==> config.mk <==
export PLATFORM = sky130hd
export DESIGN_NAME = uart_tx_mmio
export DESIGN_NICKNAME = d
export VERILOG_FILES = /design/src/rtl/uart_tx_mmio.sv
export SDC_FILE = /design/constraint.sdc
export NUM_CORES = 1
export LEC_CHECK = 0
export ABC_CLOCK_PERIOD_IN_PS = 7300
export CORE_UTILIZATION = 57
export DETAILED_ROUTE_END_ITERATION = 6
export GPL_TIMING_DRIVEN = 0
export PLACE_DENSITY = 0.82
export SLEW_MARGIN = 10
export SYNTH_ARGS = -nofsm -noshare
export SYNTH_HDL_FRONTEND = slang
export SYNTH_SLANG_ARGS = --single-unit
==> constraint.sdc <==
create_clock -name clk -period 7.3 [get_ports clk]
set_input_delay 1.46 -clock clk [delete_from_list [all_inputs] [get_ports clk]]
set_output_delay 1.46 -clock clk [all_outputs]
set_load 0.02 [all_outputs]
==> src/rtl/uart_tx_mmio.sv <==
`default_nettype none
// ============================================================================
//  Module      : uart_tx_mmio
//  Description : Memory-mapped 8N1 UART transmitter. CPU stores push bytes
//                into a circular TX FIFO; a serializer drains it onto
//                uart_tx. Loads return status and the baud divisor.
//  Revision    : 1.0 - initial release
// ============================================================================
module uart_tx_mmio #(
    parameter int CLKS_PER_BIT = 868,
    parameter int FIFO_DEPTH   = 8
) (
    input  logic        clk,
    input  logic        rst,
    input  logic        sel,
    input  logic [3:0]  addr,
    input  logic [31:0] wdata,
    input  logic [2:0]  funct3,
    input  logic        mem_write,
    output logic [31:0] rdata,
    output logic        uart_tx
);

    localparam int AW = $clog2(FIFO_DEPTH);

    typedef enum logic [1:0] {
        IDLE  = 2'd0,
        START = 2'd1,
        DATA  = 2'd2,
        STOP  = 2'd3
    } state_t;

    state_t        state;
    logic [7:0]    fifo_mem [FIFO_DEPTH];
    logic [AW-1:0] wr_ptr;
    logic [AW-1:0] rd_ptr;
    logic [AW:0]   count;
    logic          overflow;
    logic [15:0]   baud;
    logic [15:0]   divisor;
    logic [15:0]   bit_cnt;
    logic [2:0]    bit_idx;
    logic [7:0]    shreg;
    logic          tx_reg;

    logic          fifo_empty;
    logic          fifo_full;
    logic          wr_en;
    logic          push_req;
    logic          push;
    logic          pop;
    logic          ovf_set;
    logic          bit_done;
    logic          baud_wr;
    logic          status_wr;
    logic [7:0]    head;

    // Bits of the bus that carry no meaning for this peripheral.
    logic          unused_bits;
    assign unused_bits = ^{wdata[31:16], addr[1:0]};

    assign fifo_empty = (count == '0);
    assign fifo_full  = (count == (AW+1)'(FIFO_DEPTH));
    assign wr_en      = sel & mem_write;
    assign push_req   = wr_en & (addr[3:2] == 2'd0);
    assign status_wr  = wr_en & (addr[3:2] == 2'd1);
    // Byte stores to BAUD are ignored; only halfword and word stores land.
    assign baud_wr    = wr_en & (addr[3:2] == 2'd2) &
                        ((funct3 == 3'b001) | (funct3 == 3'b010));
    assign bit_done   = (bit_cnt == divisor - 16'd1);
    // The serializer takes a byte from IDLE, or at the end of STOP so frames
    // run back-to-back without an idle gap.
    assign pop        = ~fifo_empty & ((state == IDLE) | ((state == STOP) & bit_done));
    // A simultaneous pop frees a slot, so a push to a full FIFO is accepted.
    assign push       = push_req & (~fifo_full | pop);
    assign ovf_set    = push_req & fifo_full & ~pop;
    assign head       = fifo_mem[rd_ptr];
    assign uart_tx    = tx_reg;

    // FIFO storage; contents need no reset because count gates every read.
    always_ff @(posedge clk) begin
        if (push) begin
            fifo_mem[wr_ptr] <= wdata[7:0];
        end
    end

    // FIFO pointers and occupancy; pointers wrap naturally at the power-of-2 depth.
    always_ff @(posedge clk) begin
        if (rst) begin
            wr_ptr <= '0;
            rd_ptr <= '0;
            count  <= '0;
        end else begin
            if (push) wr_ptr <= wr_ptr + 1'b1;
            if (pop)  rd_ptr <= rd_ptr + 1'b1;
            case ({push, pop})
                2'b10:   count <= count + 1'b1;
                2'b01:   count <= count - 1'b1;
                default: count <= count;
            endcase
        end
    end

    // Sticky overflow flag (write-1-to-clear) and the baud divisor register.
    always_ff @(posedge clk) begin
        if (rst) begin
            overflow <= 1'b0;
            baud     <= 16'(CLKS_PER_BIT);
        end else begin
            if (ovf_set) begin
                overflow <= 1'b1;
            end else if (status_wr & wdata[3]) begin
                overflow <= 1'b0;
            end
            if (baud_wr) begin
                baud <= (wdata[15:0] == 16'd0) ? 16'd1 : wdata[15:0];
            end
        end
    end

    // 8N1 serializer; the divisor is latched per frame so BAUD writes only
    // affect frames popped afterwards.
    always_ff @(posedge clk) begin
        if (rst) begin
            state   <= IDLE;
            tx_reg  <= 1'b1;
            bit_cnt <= 16'd0;
            bit_idx <= 3'd0;
            shreg   <= 8'd0;
            divisor <= 16'd1;
        end else begin
            case (state)
                IDLE: begin
                    tx_reg  <= 1'b1;
                    bit_cnt <= 16'd0;
                    if (pop) begin
                        shreg   <= head;
                        divisor <= baud;
                        tx_reg  <= 1'b0;
                        state   <= START;
                    end
                end
                START: begin
                    if (bit_done) begin
                        bit_cnt <= 16'd0;
                        bit_idx <= 3'd0;
                        tx_reg  <= shreg[0];
                        state   <= DATA;
                    end else begin
                        bit_cnt <= bit_cnt + 16'd1;
                    end
                end
                DATA: begin
                    if (bit_done) begin
                        bit_cnt <= 16'd0;
                        if (bit_idx == 3'd7) begin
                            tx_reg <= 1'b1;
                            state  <= STOP;
                        end else begin
                            bit_idx <= bit_idx + 3'd1;
                            shreg   <= {1'b0, shreg[7:1]};
                            tx_reg  <= shreg[1];
                        end
                    end else begin
                        bit_cnt <= bit_cnt + 16'd1;
                    end
                end
                STOP: begin
                    if (bit_done) begin
                        bit_cnt <= 16'd0;
                        if (pop) begin
                            shreg   <= head;
                            divisor <= baud;
                            tx_reg  <= 1'b0;
                            state   <= START;
                        end else begin
                            tx_reg <= 1'b1;
                            state  <= IDLE;
                        end
                    end else begin
                        bit_cnt <= bit_cnt + 16'd1;
                    end
                end
                default: begin
                    tx_reg <= 1'b1;
                    state  <= IDLE;
                end
            endcase
        end
    end

    // Load data decode; zero whenever the peripheral is not selected.
    always_comb begin
        rdata = 32'd0;
        if (sel) begin
            case (addr[3:2])
                2'd1: begin
                    rdata[0]        = (state != IDLE);
                    rdata[1]        = fifo_full;
                    rdata[2]        = fifo_empty;
                    rdata[3]        = overflow;
                    rdata[7+AW:8]   = count[AW-1:0];
                end
                2'd2: begin
                    rdata[15:0] = baud;
                end
                default: begin
                    rdata = 32'd0;
                end
            endcase
        end
    end

endmodule
`default_nettype wire
==> metrics.md, run 1 <==
| Metric | Value |
|---|---|
| Largest net degree at the start of global routing | `17` |
| Chip height | `113 microns` |
| Final wirelength | `around 17000 microns` |
| Crit path max-delay family | `buffers and inverters` |
| CP Max Fanout | `10` |
| CTS tree | `built` |
| Largest cells by area after synthesis | `edfxtp_1 27%, dfxtp_1 22%, mux2i_1 6.3%` |
| Crit path cell chain | `clkdlybuf4s50_1 -> inv_1 -> ha_1 -> clkbuf_1 -> a22oi_1 -> nor2_1 -> clkdlybuf4s50_1` |
| Max incr delay on CP | `0.62 ns` |
| CP most frequent cell | `clkdlybuf4s50_1` |
| Max Slew Vio Count | `0` |
| Outcome | `finished clean` |
| Total setup buffers inserted after CTS | `0` |
| H-tree lvl count | `4` |
| Clock buffer depth | `2` |
| Crit path DAT | `3.66 ns` |
| Avg Cell Area, Syn | `approximately 11 sq um` |
| Setup TNS | `0 ns` |
| FP Rows | `40` |
| Final Power | `between 0.002 and 0.003 W` |
| PwrDens | `333 mW/mm^2` |
| Initial antenna violation count | `0` |
| Endpoint kind of the worst setup timing path | `primary output` |
| GRT overflow | `0` |
| ANT nets after route | `0` |
| Fraction of layout cells with a size suffix above 1 | `about 14%` |
| Register bit count reported by yosys | `140` |
| Area of the core | `about 0.012 sq mm` |
| Post-Syn Area | `0.00701 sq mm` |
| Tightest Pin Transition | `1.24 ns` |
| Die X | `between 100 and 150 microns` |
| Netlist cell types | `70` |
| TritonCTS Buffers | `17` |
| Diodes inserted | `0` |
| Synth Flop Type | `dfxtp_1` |
| Unrepaired setup endpoints after global routing | `no` |
| Vias | `5325` |
| Final Net Count | `between 700 and 800` |
| Async SR Flop Fraction | `0%` |
| Clock sink count | `140` |
| Pre-antenna DRT Iters | `5` |
| First-pass GRT wire length | `~27000 microns` |
| Worst-Skew Late Latency | `0.42 ns` |
| Worst vdd ir | `0.269 mV` |
| DRC Markers | `0` |
| Vias per Instance | `6.15` |
| Vias in the first global route | `5259` |
| Critical path startpoint category | `input pin` |
| Worst-path clk slew | `0.06 ns` |
| Initial core utilization | `58.3%` |
| Top Ports | `between 70 and 80` |
| Clock period minus worst slack | `5.12 ns` |
| CP max stage cell | `clkdlybuf4s50_1` |
| Die ar. | `~0.013 sq mm` |
| Rel. slew slack | `17.3%` |
| Tcrit/Tclk final | `around 70%` |
| Max cap viols | `0` |
| Setup violations, final | `0` |
| Post-DP HPWL | `11800 microns` |
| Worst Clk Skew | `0.0122 ns` |
| Critical path buffers and inverters | `4` |
| Lkg Pwr | `between 2 and 3 nW` |
| Seq/Total Area, Yosys | `49.1%` |
| Post-synthesis cell count | `631` |
| Area leader, netlist | `edfxtp_1` |
| Routed len/inst | `19.9 microns` |
| Post-cts sizing count | `0` |
| P&R area growth vs syn | `17.7%` |
| Synth warn | `0` |
| Clock Tree Root | `clkbuf_16` |
| Worst hold path class | `reg -> reg` |
| DR iter-0 viols | `414` |
| Share of the synthesized area in the top cell type | `27.4%` |
| Most frequent cells in the layout | `90 x nor2_1, 76 x dfxtp_1, 64 x edfxtp_1, 44 x mux2i_1, 40 x clkdlybuf4s50_1` |
| Most common cell after layout, fill and taps aside | `nor2_1` |
| IO Port Bufs | `40` |
| Gr usage total | `28.3%` |
| Final hold vios | `0` |
| Final GP Congestion | `between 0.8 and 0.9` |
| Worst Path Required | `a little under 6 ns` |
| Post-synth EDFFs | `between 60 and 70` |
| Kind of critical path | `in -> out` |
| CTS Hold Bufs | `0` |
| Max Freq | `0.195 GHz` |
report_power, final:
| part | switching (W) | internal (W) |
|---|---|---|
| Sequential | 0.0000568 | 0.000875 |
| Combinational | 0.000574 | 0.000402 |
| Clock | 0.000352 | 0.000485 |
| Total | 0.000983 | 0.00176 |
cells in the mapped netlist (3+ instances only):
master / count
nor2_1: 90
dfxtp_1: 76
edfxtp_1: 64
mux2i_1: 44
clkbuf_1: 24
xnor2_1: 23
nor2b_1: 21
a21oi_1: 20
nand3_1: 17
buf_4: 16
mux4_2: 16
xor2_1: 16
and3_1: 15
ha_1: 15
nand2_1: 15
inv_1: 14
nor4_1: 10
a31oi_1: 9
nor3_1: 9
or3_1: 9
a211o_1: 7
a22oi_1: 7
o21ai_0: 7
o21ai_1: 7
buf_1: 6
nand4_1: 6
a211oi_1: 3
a32oi_1: 3
buf_2: 3
mux2_1: 3
nand2b_1: 3
nor4b_2: 3
o31ai_1: 3
registers in the layout, summed over array words and instances, names as in the netlist, named ones only:
name / count
shreg: 8
bit_cnt: 16
overflow: 1
wr_ptr: 3
divisor: 16
count: 4
baud: 16
fifo_mem: 64
bit_idx: 3
state: 2
uart_tx: 1
rd_ptr: 3
logic make-up after synthesis:
group,after synthesis,synth area share [%]
XOR/XNOR,39,4.87
AND/OR/NAND/NOR,219,16.9
multiplexers,65,12.2
adder cells (fa/ha/maj),15,2.68
AO/OA/AOI/OAI,87,9.46
buffers and inverters,65,4.66
other,1,0.0535
flip-flops,140,49.1
final cells by class:
class / instances / area [sq um]
Tap cell: 147 / 184
Clock buffer: 19 / 443
Timing Repair Buffer: 41 / 408
Buffer: 51 / 274
Sequential cell: 140 / 3440
Clock inverter: 13 / 126
Fill cell: 876 / 3760
Multi-Input combinational cell: 441 / 3320
Inverter: 14 / 52.6
routing by layer:
layer  global-route usage, %  vias up  part of all wire, %
met5                       0        -                    0
met4                    11.4        0                  2.0
met3                    5.95       30                  6.2
met2                    48.1      234                   50
met1                    35.6     2620                   42
li1                        -     2441                    -
final timing paths:
path / from / to / slack (ns) / cells past startpoint
max: addr[2] / rdata[3] / 2.18 / 7
min: bit_cnt[0]$_SDFF_PP0_ / bit_cnt[0]$_SDFF_PP0_ / 0.50 / 1
max reg2reg: divisor[0]$_SDFFE_PP1P_ / fifo_mem[4][1]$_DFFE_PP_ / 2.61 / 10
min reg2reg: bit_cnt[0]$_SDFF_PP0_ / bit_cnt[0]$_SDFF_PP0_ / 0.50 / 1
per-stage QoR:
stage / area [sq um] / instances / util [%] / hold WS (ns) / setup slack (ns)
2_1_floorplan: 7060 / 646 / - / 0.445 / 3.10
6_report: 8250 / 866 / 68.7 / 0.503 / 2.18
5_1_grt: 8250 / 866 / 68.7 / 0.516 / 2.10
4_1_cts: 8240 / 866 / 68.6 / 0.499 / 2.26
3_5_place_dp: 7670 / 834 / 63.8 / 0.487 / 2.27
3_3_place_gp: 7650 / 833 / 63.7 / 0.470 / 2.32
No activity file was read; power rests on OpenSTA's default activity.
==> inputs of run 2 (changes only) <==
--- a/config.mk
+++ b/config.mk
@@ -5,11 +5,11 @@
 export SDC_FILE = /design/constraint.sdc
 export NUM_CORES = 1
 export LEC_CHECK = 0
-export ABC_CLOCK_PERIOD_IN_PS = 7300
-export CORE_UTILIZATION = 57
+export ABC_CLOCK_PERIOD_IN_PS = 4390
+export CORE_UTILIZATION = 51
 export DETAILED_ROUTE_END_ITERATION = 6
 export GPL_TIMING_DRIVEN = 0
-export PLACE_DENSITY = 0.82
+export PLACE_DENSITY = 0.78
 export SLEW_MARGIN = 10
 export SYNTH_ARGS = -nofsm -noshare
 export SYNTH_HDL_FRONTEND = slang
==> constraint.sdc (replaced) <==
create_clock -name clk -period 4.39 [get_ports clk]
set_input_delay 0.878 -clock clk [delete_from_list [all_inputs] [get_ports clk]]
set_output_delay 0.878 -clock clk [all_outputs]
set_load 0.02 [all_outputs]
==> run 2 against run 1 <==
Compared with the run above:
- final cell count up 3.3%
- count of clock-buffer cells in the layout up 2
- sequential power up 66%
- sequential share of layout area down 0.44 points
- global-route usage down 3.8 points
- die area up 12%
- largest power group unchanged
- cell area up 1.1%
- first-iteration DRC count up 4.3%
- largest cell class unchanged
- combinational power up 67%
- critical path depth up 3
- critical endpoint is now fifo_mem[3][5]$_DFFE_PP_
- non-clock buffer count unchanged
==> metrics.md, run 2 (synthesis gave the netlist of run 1 again) <==
| Metric | Value |
|---|---|
| R2R cell count | `10 (unchanged)` |
| Kind of critical path | `reg -> reg` |
| Max incr delay on CP | `0.72 ns (+0.10 ns)` |
| Worst hold path class | `reg -> reg` |
| Chip height | `119 microns (+5.6%)` |
| Die X | `119 microns (+5.6%)` |
| Worst Path Required | `4.44 ns (-1.40 ns)` |
| Lkg Pwr | `2.95 nW (about the same)` |
| Vias | `5180 (-2.7%)` |
| Number of flip-flops in the largest register | `64 (unchanged)` |
| IO Port Bufs | `40 (unchanged)` |
| H-tree lvl count | `4 (unchanged)` |
| Tightest Pin Transition | `0.937 ns (-0.299 ns)` |
| DRT met1 WL | `7070 microns (-1.1%)` |
| CP max stage cell | `nor3_2` |
| Worst Clk Skew | `0.0116 ns (-0.000649 ns)` |
| Clock buffer depth | `2 (unchanged)` |
| WHS | `0.481 ns (-0.0224 ns)` |
| GRT overflow | `0 (unchanged)` |
| Placed Area | `0.00771 sq mm (+0.57%)` |
| Most frequent cells in the layout | `90 x nor2_1, 76 x dfxtp_1, 64 x edfxtp_1, 44 x mux2i_1, 40 x clkdlybuf4s50_1` |
| FF-to-FF Start | `divisor[0]$_SDFFE_PP1P_` |
| Final GP Congestion | `0.869 (+2.5%)` |
| Max Freq | `0.233 GHz` |
| Tcrit/Tclk final | `a little over nine tenths` |
| Unrepaired setup endpoints after global routing | `yes` |
| Worst Hold End | `bit_idx[0]$_SDFFE_PP0P_` |
| P&R area growth vs syn | `19.0%` |
| Setup TNS | `0 ns (unchanged)` |
| Final Net Count | `764 (unchanged)` |
| TritonCTS Buffers | `17 (unchanged)` |
| Initial core utilization | `52.7% (-5.6 points)` |
| Post-layout instance area | `0.00834 sq mm (+1.1%)` |
| Worst-Skew Late Latency | `0.43 ns (about the same)` |
| DR iter-0 viols | `432 (+4.3%)` |
| Worst-path clk slew | `0.06 ns (about the same)` |
| Final wirelength | `16600 microns (-3.7%)` |
| Gr usage total | `24.5% (-3.8 points)` |
| Outcome | `finished clean` |
| Sw Pwr | `0.00159 W (+62%)` |
| Highest Signal Layer | `met4` |
| R2R Setup Slk | `0.11 ns (-2.50 ns)` |
| Final hold vios | `0 (unchanged)` |
| ANT nets after route | `0 (unchanged)` |
| Vias in the first global route | `5294 (+0.67%)` |
| Seq pwr share | `33.9% (about the same)` |
| Clock Tree Root | `clkbuf_16` |
| Biggest register | `fifo_mem` |
| WHS Path Cells | `1 (unchanged)` |
| Routed len/inst | `18.5 microns (-6.8%)` |
| Max Slew Vio Count | `0 (unchanged)` |
| Clock power share | `30.5% (about the same)` |
| Switching power share of the total | `34.9% (-0.93 points)` |
| Top Ports | `76 (unchanged)` |
| Fillers | `1019 (+16%)` |
| Crit path DAT | `4.33 ns (+0.67 ns)` |
| Metal2 WL | `7890 microns (-8.9%)` |
| Final Power | `0.00457 W (+66%)` |
| Endpoint kind of the worst setup timing path | `flop` |
| Largest net degree at the start of global routing | `17 (unchanged)` |
| Final core occ | `62.7% (-6.0 points)` |
| Met3 Wirelength | `1190 microns (+11%)` |
| Die ar. | `0.0142 sq mm (+12%)` |
| Pre-antenna DRT Iters | `5 (unchanged)` |
| Clock period minus worst slack | `4.28 ns` |
| Area of the core | `0.0133 sq mm (+11%)` |
| Vias per Instance | `5.79 (-5.9%)` |
| Rel. slew slack | `36.9% (+20 points)` |
| Clock sink count | `140 (unchanged)` |
| CTS Hold Bufs | `0 (unchanged)` |
| Max cap viols | `0 (unchanged)` |
| Worst vdd ir | `0.332 mV (+23%)` |
| Setup violations, final | `0 (unchanged)` |
| DRC Markers | `0 (unchanged)` |
| Fraction of layout cells with a size suffix above 1 | `13.5% (-0.28 points)` |
| First-pass GRT wire length | `26600 microns (-1.6%)` |
| Total setup buffers inserted after CTS | `0 (unchanged)` |
| Post-DP HPWL | `11800 microns (+0.15%)` |
| CP Max Fanout | `8 (-2)` |
| Diodes inserted | `0 (unchanged)` |
| FP Rows | `42 (+5.0%)` |
| Combinational power share | `35.6% (about the same)` |
| R2r endpoint | `fifo_mem[3][5]$_DFFE_PP_` |
| Most common cell after layout, fill and taps aside | `nor2_1` |
| Critical path startpoint category | `flop` |
| CTS tree | `built` |
| Hold_sp | `bit_idx[0]$_SDFFE_PP0P_` |
| Initial antenna violation count | `0 (unchanged)` |
| PwrDens | `548 mW/mm^2 (+65%)` |
| Crit path cell chain | `inv_1 -> ha_4 -> or4b_1 -> or3_4 -> a2111oi_4 -> nand4_4 -> or4b_4 -> o211ai_4 -> nand2_4 -> nor3_2` |
| Internal | `0.00297 W (+69%)` |
run 2: cell count changes in the layout (fill, tap and decap cells not counted), sizes merged:
| cell | before | now |
|---|---|---|
| bufinv | 1 | 2 |
| clkbuf | 43 | 45 |
| inv | 21 | 18 |
run 2: worst max path at each step:
stage	to	depth (start not counted)	start
after floorplan	fifo_mem[0][0]$_DFFE_PP_	10	divisor[0]$_SDFFE_PP1P_
after global placement	fifo_mem[0][3]$_DFFE_PP_	10	divisor[0]$_SDFFE_PP1P_
after detailed placement	fifo_mem[2][1]$_DFFE_PP_	10	divisor[0]$_SDFFE_PP1P_
after CTS	fifo_mem[3][5]$_DFFE_PP_	10	divisor[0]$_SDFFE_PP1P_
after global routing	fifo_mem[6][3]$_DFFE_PP_	10	divisor[0]$_SDFFE_PP1P_
final	fifo_mem[3][5]$_DFFE_PP_	10	divisor[0]$_SDFFE_PP1P_
run 2: routing by layer:
layer	global-route usage, %	vias up
li1	-	2433
met1	30.9	2485
met2	40.0	226
met3	5.56	36
met4	11.3	0
met5	0	-
run 2: layout make-up:
cell class / instances / area [sq um] / area share, %
Tap cell: 176 / 220 / 2.64
Sequential cell: 140 / 3440 / 41.3
Clock buffer: 21 / 440 / 5.28
Multi-Input combinational cell: 441 / 3370 / 40.4
Inverter: 14 / 52.6 / 0.630
Buffer: 51 / 274 / 3.29
Clock inverter: 11 / 134 / 1.61
Timing Repair Buffer: 41 / 405 / 4.86
run 2: critical path, delay by kind of cell (launching register included):
| family | cells | cell delay (ns) |
|---|---|---|
| simple gates | 6 | 2.50 |
| compound gates | 2 | 0.69 |
| flops | 1 | 0.38 |
| fa+ha+maj | 1 | 0.19 |
| buf+inv | 1 | 0.16 |
run 2: power by group through the flow:
stage / clock network [W] / logic [W] / registers, W
after detailed placement: 0 / 0.00158 / 0.00157
after global placement: 0 / 0.00152 / 0.00156
after CTS: 0.00140 / 0.00160 / 0.00154
final: 0.00139 / 0.00163 / 0.00155
after global routing: 0.00145 / 0.00176 / 0.00156
after floorplan: 0 / 0.00124 / 0.00155
run 2: what timing repair did:
| action | CTS | global route |
|---|---|---|
| pin swaps | 0 | 2 |
| resized for setup | 3 | 4 |
| setup endpoints to repair | 24 | 62 |
run 2: per-stage QoR:
stage | worst slack (ns) | cells
final | 0.106 | 895
after global routing | -0.0160 | 895
after CTS | -0.0182 | 895
after detailed placement | -0.293 | 863
after global placement | -0.677 | 862
after floorplan | 0.189 | 646
